===== config.mk =====
export PLATFORM = sky130hd
export DESIGN_NAME = i2c_reg16_target_flat
export DESIGN_NICKNAME = d
export VERILOG_FILES = /design/src/rtl/i2c_reg16_target_pkg.sv /design/src/rtl/i2c_reg16_target_if.sv /design/src/rtl/i2c_line_sync.sv /design/src/rtl/i2c_reg16_target.sv /design/src/flat_wrapper.sv
export SDC_FILE = /design/constraint.sdc
export NUM_CORES = 1
export LEC_CHECK = 0
export CAP_MARGIN = 20
export CORE_ASPECT_RATIO = 0.6
export CORE_MARGIN = 1
export CORE_UTILIZATION = 35
export CTS_BUF_LIST = sky130_fd_sc_hd__clkbuf_4 sky130_fd_sc_hd__clkbuf_8 sky130_fd_sc_hd__clkbuf_16
export CTS_CLUSTER_SIZE = 14
export DETAILED_ROUTE_END_ITERATION = 8
export PLACE_DENSITY = 0.55
export SYNTH_ARGS = -nofsm -noshare
export SYNTH_HDL_FRONTEND = slang
export SYNTH_SLANG_ARGS = --single-unit

===== constraint.sdc =====
create_clock -name clk -period 3.79 [get_ports clk]
set_input_delay 0.758 -clock clk [delete_from_list [all_inputs] [get_ports clk]]
set_output_delay 0.758 -clock clk [all_outputs]
set_load 0.005 [all_outputs]

===== src/rtl/i2c_reg16_target_pkg.sv =====
// Shared types and constants for the I2C 16-bit-pointer register target.
package i2c_reg16_target_pkg;

  localparam int unsigned ADDR_W = 16;
  localparam int unsigned DATA_W = 8;
  localparam int unsigned CNT_W  = 3;

  localparam logic I2C_ACK  = 1'b0;
  localparam logic I2C_NACK = 1'b1;

  typedef enum logic [3:0] {
    ST_IDLE,
    ST_DEVADDR,
    ST_ACK_DEV,
    ST_ADDR_HI,
    ST_ACK_HI,
    ST_ADDR_LO,
    ST_ACK_LO,
    ST_WDATA,
    ST_ACK_W,
    ST_RDATA,
    ST_MACK
  } state_e;

endpackage


===== src/rtl/i2c_reg16_target_if.sv =====
// Register-side bus between the I2C target and a register file.
interface i2c_reg16_target_if;
  import i2c_reg16_target_pkg::*;

  logic [ADDR_W-1:0] reg_addr;
  logic [DATA_W-1:0] reg_wdata;
  logic              reg_we;
  logic              reg_rd;
  logic [DATA_W-1:0] reg_rdata;

  modport master (output reg_addr, reg_wdata, reg_we, reg_rd, input reg_rdata);
  modport slave  (input reg_addr, reg_wdata, reg_we, reg_rd, output reg_rdata);
endinterface


===== src/rtl/i2c_line_sync.sv =====
// Synchronizes SCL/SDA and flags SCL edges plus START/STOP conditions.
module i2c_line_sync #(
  parameter int unsigned SYNC_STAGES = 2
) (
  input  logic clk,
  input  logic rst,
  input  logic scl_i,
  input  logic sda_i,
  output logic sda_s,
  output logic scl_rise_c,
  output logic scl_fall_c,
  output logic start_c,
  output logic stop_c
);

  logic [SYNC_STAGES-1:0] scl_sync_q, scl_sync_d;
  logic [SYNC_STAGES-1:0] sda_sync_q, sda_sync_d;
  logic                   scl_prev_q, scl_prev_d;
  logic                   sda_prev_q, sda_prev_d;
  logic                   scl_now;

  always_comb begin
    scl_sync_d = {scl_sync_q[SYNC_STAGES-2:0], scl_i};
    sda_sync_d = {sda_sync_q[SYNC_STAGES-2:0], sda_i};
    scl_now    = scl_sync_q[SYNC_STAGES-1];
    sda_s      = sda_sync_q[SYNC_STAGES-1];
    scl_prev_d = scl_now;
    sda_prev_d = sda_s;
    scl_rise_c = scl_now & ~scl_prev_q;
    scl_fall_c = ~scl_now & scl_prev_q;
    // SDA moving while SCL is held high marks a bus condition
    start_c    = scl_now & scl_prev_q & sda_prev_q & ~sda_s;
    stop_c     = scl_now & scl_prev_q & ~sda_prev_q & sda_s;
  end

  // Idle bus reads as both lines high
  always_ff @(posedge clk or posedge rst) begin
    if (rst) begin
      scl_sync_q <= {SYNC_STAGES{1'b1}};
      sda_sync_q <= {SYNC_STAGES{1'b1}};
      scl_prev_q <= 1'b1;
      sda_prev_q <= 1'b1;
    end else begin
      scl_sync_q <= scl_sync_d;
      sda_sync_q <= sda_sync_d;
      scl_prev_q <= scl_prev_d;
      sda_prev_q <= sda_prev_d;
    end
  end

endmodule


===== src/rtl/i2c_reg16_target.sv =====
// I2C target exposing a 16-bit auto-incrementing register pointer and byte data bus.
module i2c_reg16_target
  import i2c_reg16_target_pkg::*;
#(
  parameter logic [6:0]  DEV_ADDR    = 7'h30,
  parameter int unsigned SYNC_STAGES = 2
) (
  input  logic                clk,
  input  logic                rst,
  input  logic                scl_i,
  input  logic                sda_i,
  output logic                sda_oe,
  output logic                busy,
  i2c_reg16_target_if.master  rbus
);

  logic sda_s, scl_rise_c, scl_fall_c, start_c, stop_c;

  i2c_line_sync #(.SYNC_STAGES(SYNC_STAGES)) u_line_sync (
    .clk        (clk),
    .rst        (rst),
    .scl_i      (scl_i),
    .sda_i      (sda_i),
    .sda_s      (sda_s),
    .scl_rise_c (scl_rise_c),
    .scl_fall_c (scl_fall_c),
    .start_c    (start_c),
    .stop_c     (stop_c)
  );

  state_e            state_q, state_d;
  logic [CNT_W-1:0]  bit_cnt_q, bit_cnt_d;
  logic [DATA_W-1:0] shift_q, shift_d;
  logic [ADDR_W-1:0] addr_q, addr_d;
  logic [DATA_W-1:0] wdata_q, wdata_d;
  logic              rw_q, rw_d;
  logic              sda_oe_q, sda_oe_d;
  logic              we_q, we_d;
  logic              rd_q, rd_d;
  logic              ld_q, ld_d;
  logic              busy_q, busy_d;
  logic [DATA_W-1:0] rx_byte;
  logic              last_bit;

  always_comb begin
    state_d   = state_q;
    bit_cnt_d = bit_cnt_q;
    shift_d   = shift_q;
    addr_d    = addr_q;
    wdata_d   = wdata_q;
    rw_d      = rw_q;
    sda_oe_d  = sda_oe_q;
    we_d      = 1'b0;
    rd_d      = 1'b0;
    ld_d      = rd_q;
    busy_d    = busy_q;
    rx_byte   = {shift_q[DATA_W-2:0], sda_s};
    last_bit  = (bit_cnt_q == CNT_W'(7));

    // Register read data arrives one cycle after the request
    if (ld_q) shift_d = rbus.reg_rdata;

    if (stop_c) begin
      state_d  = ST_IDLE;
      sda_oe_d = 1'b0;
      busy_d   = 1'b0;
    end else if (start_c) begin
      state_d   = ST_DEVADDR;
      bit_cnt_d = '0;
      sda_oe_d  = 1'b0;
    end else begin
      case (state_q)
        ST_DEVADDR, ST_ADDR_HI, ST_ADDR_LO, ST_WDATA: begin
          if (scl_rise_c) begin
            shift_d   = rx_byte;
            bit_cnt_d = bit_cnt_q + CNT_W'(1);
            if (last_bit) begin
              case (state_q)
                ST_DEVADDR: begin
                  if (rx_byte[7:1] == DEV_ADDR) begin
                    state_d = ST_ACK_DEV;
                    rw_d    = rx_byte[0];
                    rd_d    = rx_byte[0];
                    busy_d  = 1'b1;
                  end else begin
                    state_d = ST_IDLE;
                    busy_d  = 1'b0;
                  end
                end
                ST_ADDR_HI: begin
                  addr_d[15:8] = rx_byte;
                  state_d      = ST_ACK_HI;
                end
                ST_ADDR_LO: begin
                  addr_d[7:0] = rx_byte;
                  state_d     = ST_ACK_LO;
                end
                default: begin
                  wdata_d = rx_byte;
                  we_d    = 1'b1;
                  state_d = ST_ACK_W;
                end
              endcase
            end
          end
        end
        // First fall pulls SDA low for the ACK, second fall ends the ACK slot
        ST_ACK_DEV, ST_ACK_HI, ST_ACK_LO, ST_ACK_W: begin
          if (scl_fall_c) begin
            if (!sda_oe_q) begin
              sda_oe_d = ~I2C_ACK;
            end else begin
              sda_oe_d = 1'b0;
              case (state_q)
                ST_ACK_DEV: begin
                  if (rw_q) begin
                    state_d  = ST_RDATA;
                    sda_oe_d = ~shift_q[DATA_W-1];
                    shift_d  = {shift_q[DATA_W-2:0], 1'b0};
                  end else begin
                    state_d = ST_ADDR_HI;
                  end
                end
                ST_ACK_HI: state_d = ST_ADDR_LO;
                ST_ACK_LO: state_d = ST_WDATA;
                default: begin
                  addr_d  = addr_q + ADDR_W'(1);
                  state_d = ST_WDATA;
                end
              endcase
            end
          end
        end
        ST_RDATA: begin
          if (scl_fall_c) begin
            sda_oe_d = ~shift_q[DATA_W-1];
            shift_d  = {shift_q[DATA_W-2:0], 1'b0};
          end else if (scl_rise_c) begin
            bit_cnt_d = bit_cnt_q + CNT_W'(1);
            if (last_bit) state_d = ST_MACK;
          end
        end
        ST_MACK: begin
          if (scl_fall_c) begin
            sda_oe_d = 1'b0;
          end else if (scl_rise_c) begin
            if (sda_s == I2C_NACK) begin
              state_d = ST_IDLE;
              busy_d  = 1'b0;
            end else begin
              addr_d  = addr_q + ADDR_W'(1);
              rd_d    = 1'b1;
              state_d = ST_RDATA;
            end
          end
        end
        default: ;
      endcase
    end
  end

  always_ff @(posedge clk or posedge rst) begin
    if (rst) begin
      state_q   <= ST_IDLE;
      bit_cnt_q <= '0;
      shift_q   <= '0;
      addr_q    <= '0;
      wdata_q   <= '0;
      rw_q      <= 1'b0;
      sda_oe_q  <= 1'b0;
      we_q      <= 1'b0;
      rd_q      <= 1'b0;
      ld_q      <= 1'b0;
      busy_q    <= 1'b0;
    end else begin
      state_q   <= state_d;
      bit_cnt_q <= bit_cnt_d;
      shift_q   <= shift_d;
      addr_q    <= addr_d;
      wdata_q   <= wdata_d;
      rw_q      <= rw_d;
      sda_oe_q  <= sda_oe_d;
      we_q      <= we_d;
      rd_q      <= rd_d;
      ld_q      <= ld_d;
      busy_q    <= busy_d;
    end
  end

  assign sda_oe          = sda_oe_q;
  assign busy            = busy_q;
  assign rbus.reg_addr   = addr_q;
  assign rbus.reg_wdata  = wdata_q;
  assign rbus.reg_we     = we_q;
  assign rbus.reg_rd     = rd_q;

endmodule


===== src/flat_wrapper.sv =====
// flat-port wrapper written by rule: the top's interface ports become plain ports
module i2c_reg16_target_flat import i2c_reg16_target_pkg::*;
#(
  parameter logic [6:0]  DEV_ADDR    = 7'h30,
  parameter int unsigned SYNC_STAGES = 2
)
  (clk, rst, scl_i, sda_i, sda_oe, busy, rbus_reg_addr, rbus_reg_wdata, rbus_reg_we, rbus_reg_rd, rbus_reg_rdata);
  i2c_reg16_target_if rbus_i ();
  input  logic clk;
  input  logic rst;
  input  logic scl_i;
  input  logic sda_i;
  output logic sda_oe;
  output logic busy;
  output wire logic [$bits(rbus_i.reg_addr)-1:0] rbus_reg_addr;
  output wire logic [$bits(rbus_i.reg_wdata)-1:0] rbus_reg_wdata;
  output wire logic [$bits(rbus_i.reg_we)-1:0] rbus_reg_we;
  output wire logic [$bits(rbus_i.reg_rd)-1:0] rbus_reg_rd;
  input wire logic [$bits(rbus_i.reg_rdata)-1:0] rbus_reg_rdata;
  assign rbus_reg_addr = rbus_i.reg_addr;
  assign rbus_reg_wdata = rbus_i.reg_wdata;
  assign rbus_reg_we = rbus_i.reg_we;
  assign rbus_reg_rd = rbus_i.reg_rd;
  assign rbus_i.reg_rdata = rbus_reg_rdata;
  i2c_reg16_target #(.DEV_ADDR(DEV_ADDR), .SYNC_STAGES(SYNC_STAGES)) u_core (.clk(clk), .rst(rst), .scl_i(scl_i), .sda_i(sda_i), .sda_oe(sda_oe), .busy(busy), .rbus(rbus_i));
endmodule

==> run metrics <==
status finished with violations; failing checks DRC; area of the die 8590 um^2; initial core utilization 36.3%; clock insertion delay at the later pin of the skew report 0.30 ns; Fin. Hold Viols 0; max_slew headroom 38.0%; max frequency 390 MHz; CP Class register to register; post_cts resized 0; Clock Path Buffers 2; HPWL after DPL 5300 um; max incr delay on CP 0.78 ns; final wirelength 7550 um; Layout Skew 0.00602 ns; Slew @ Worst Pin 0.930 ns; routed length per instance 17.0 um; Primary FF master, synth dfrtp_1; # DRC 2; Hold Path Class register to register; via count of the first global-routing pass 2200; Die Wd 119 um; num ports 40; ANT cells 0; number of flops mapped to enable cells by yosys 0; crit path launch type register; Final Net Count 350; GRT Overall Usage 18.5%; Synth area leaders dfrtp_1 (39%), a21oi_1 (6.3%), dfstp_2 (5.5%); Final period util 67.7%; Critical Path Sink Type register; Synth Warn # 0; Slew Limit Fails 0; die height 72.2 um; CTS tree yes; Post-synth ARST share 100%; first-pass GRT wire length 12200 um; CP Data Required Time 3.96 ns; Critical Path AT 2.74 ns; Core Area 7910 um^2; synthesized area per cell 9.40 um^2; worst path cell trace or3_1 -> and3_1 -> nand2_1 -> o32ai_1 -> a21oi_1; clk slew on worst S/H paths 0.07 ns; worst vdd ir 296 uV; commonest non-fill, non-tap cells in the layout dfrtp_1 (45), clkdlybuf4s50_1 (39), a21oi_1 (36); antenna-violating nets left 0; routability cong. 0.924; Seq/Total Area, Yosys 44.6%; root buf cell clkbuf_16; largest net degree at the start of global routing 50; post-synth top area share 39.2%; MaxCap Viol Count 0; clock sink total 51; PwrDens 776 nW/um^2; Mapped Nets 321; CP Buf/Inv Count 0; Setup TNS 0 ns; htree depth 2; CP top delay family simple AND/OR/NAND/NOR gates; Post-CTS Setup Inserts 0; total CTS buffers 5; post-route minimum period 2.56 ns; dpl cells 434; total congestion overflow 0; Post-Synthesis Cells 306; CP startpoint u_core.state_q[3]$_DFFE_PP0P_; initial antenna violation count 0; Static Leak 1.35 nW; vias 2495; # rows 25; fin cells 444; Netlist Area Pre-Place 2880 um^2; IO Port Bufs 39; Final Setup Violations 0; drt first pass iters 7; Max FO, Critical Path 29; Hold Buf Count CTS 0; RSZ-0062 raised after global routing false; HP Start u_core.u_line_sync.scl_sync_q[0]$_DFF_PP1_; Crit Reg-Reg Startpoint u_core.state_q[3]$_DFFE_PP0P_; largest area contributor in the netlist dfrtp_1; Syn-to-layout area delta 21.2%; initial detailed-routing violation count 196; post-synthesis cell type count 56; synthesis-stage register bit count 51; share of cells above drive strength 1 11.0%; vias per std cell 5.62; commonest non-fill, non-tap cell in the layout dfrtp_1; slowest CP cell and3_1
-- metal layers --
layer	vias to the layer above	routed length, um	track usage [%]
li1	1192	-	-
met1	1203	4180	31.8
met2	93	2780	22.4
met3	7	559	4.09
met4	0	38	2.95
met5	-	0	0
-- state kept, by name, indices dropped and copies added, names as in the netlist --
signal                         flops
u_core.rw_q                        1
u_core.rbus.reg_addr              16
u_core.bit_cnt_q                   3
u_core.shift_q                     8
u_core.u_line_sync.scl_prev_q      1
u_core.busy                        1
u_core.u_line_sync.scl_sync_q      2
u_core.u_line_sync.sda_prev_q      1
u_core.rbus.reg_wdata              8
u_core.sda_oe                      1
u_core.u_line_sync.sda_sync_q      2
u_core.ld_q                        1
u_core.rbus.reg_rd                 1
u_core.rbus.reg_we                 1
u_core.state_q                     4
-- kinds of logic (layout without fill, tap and decap cells) --
family                     after synthesis  count (layout)  synth area share, %
AOI/OAI and AO/OA                       99              99                 22.7
xor gates and xnor gates                 2               2                0.609
adders and majority gates                3               3                 1.31
buffers and inverters                   27              57                 4.35
DFF                                     51              51                 44.6
muxes                                   21              21                 7.75
and+or+nand+nor                        103             103                 18.6
-- power breakdown --
part | internal [mW] | switching, mW | leakage (nW)
clock network | 0.249 | 0.220 | 0.0746
logic | 0.563 | 0.688 | 0.682
registers | 0.697 | 0.288 | 0.597
total | 1.51 | 1.20 | 1.35
-- per-stage QoR --
stage	hold slack (ns)	utilization [%]	cell area, um^2	setup slack [ns]	power (mW)
floorplan	0.345	-	2880	1.81	1.84
finish	0.357	44.0	3480	1.23	2.71
global route	0.366	44.0	3480	0.988	2.92
CTS	0.358	43.7	3460	1.29	2.70
detailed placement	0.347	41.8	3310	1.33	2.21
global placement	0.346	41.8	3310	1.35	2.21
-- path summary, 6_finish.rpt --
| check | to | slack [ns] | cells after the start |
|---|---|---|---|
| min | u_core.u_line_sync.scl_sync_q[1]$_DFF_PP1_ | 0.36 | 0 |
| min in group asynchronous | u_core.rbus.reg_wdata[2]$_DFFE_PP0P_ | 0.70 | 2 |
| max reg2reg | u_core.rbus.reg_addr[14]$_DFFE_PP0P_ | 1.23 | 5 |
| max | u_core.rbus.reg_addr[14]$_DFFE_PP0P_ | 1.23 | 5 |
| max in group asynchronous | u_core.rbus.reg_addr[12]$_DFFE_PP0P_ | 2.60 | 3 |
| min reg2reg | u_core.u_line_sync.scl_sync_q[1]$_DFF_PP1_ | 0.36 | 0 |
-- cells in the mapped netlist (3+ instances only) --
master / count
a31oi_1: 7
dfrtp_1: 45
o21a_1: 4
nor2b_1: 4
clkbuf_1: 9
dfstp_2: 6
o22ai_1: 4
and3_1: 4
nand3_1: 10
nor3_1: 10
ha_1: 3
a211oi_1: 3
inv_1: 5
mux2i_1: 11
o22a_1: 7
mux2_2: 10
nand3b_1: 5
buf_2: 7
o32ai_1: 4
a21oi_1: 36
nand2b_1: 4
nand2_1: 20
nor2_1: 28
and4_1: 3
o21ai_0: 17
-- area by class of cell --
| cell class | count | area [um^2] |
|---|---|---|
| clock buffers | 5 | 125 |
| clock inverters | 3 | 22.5 |
| fillers | 763 | 4430 |
| inverters | 7 | 26.3 |
| multi-input cells | 228 | 1470 |
| flip-flops and latches | 51 | 1280 |
| well taps | 108 | 135 |
| repair buffers | 42 | 425 |
No activity file was read; power rests on OpenSTA's default activity.
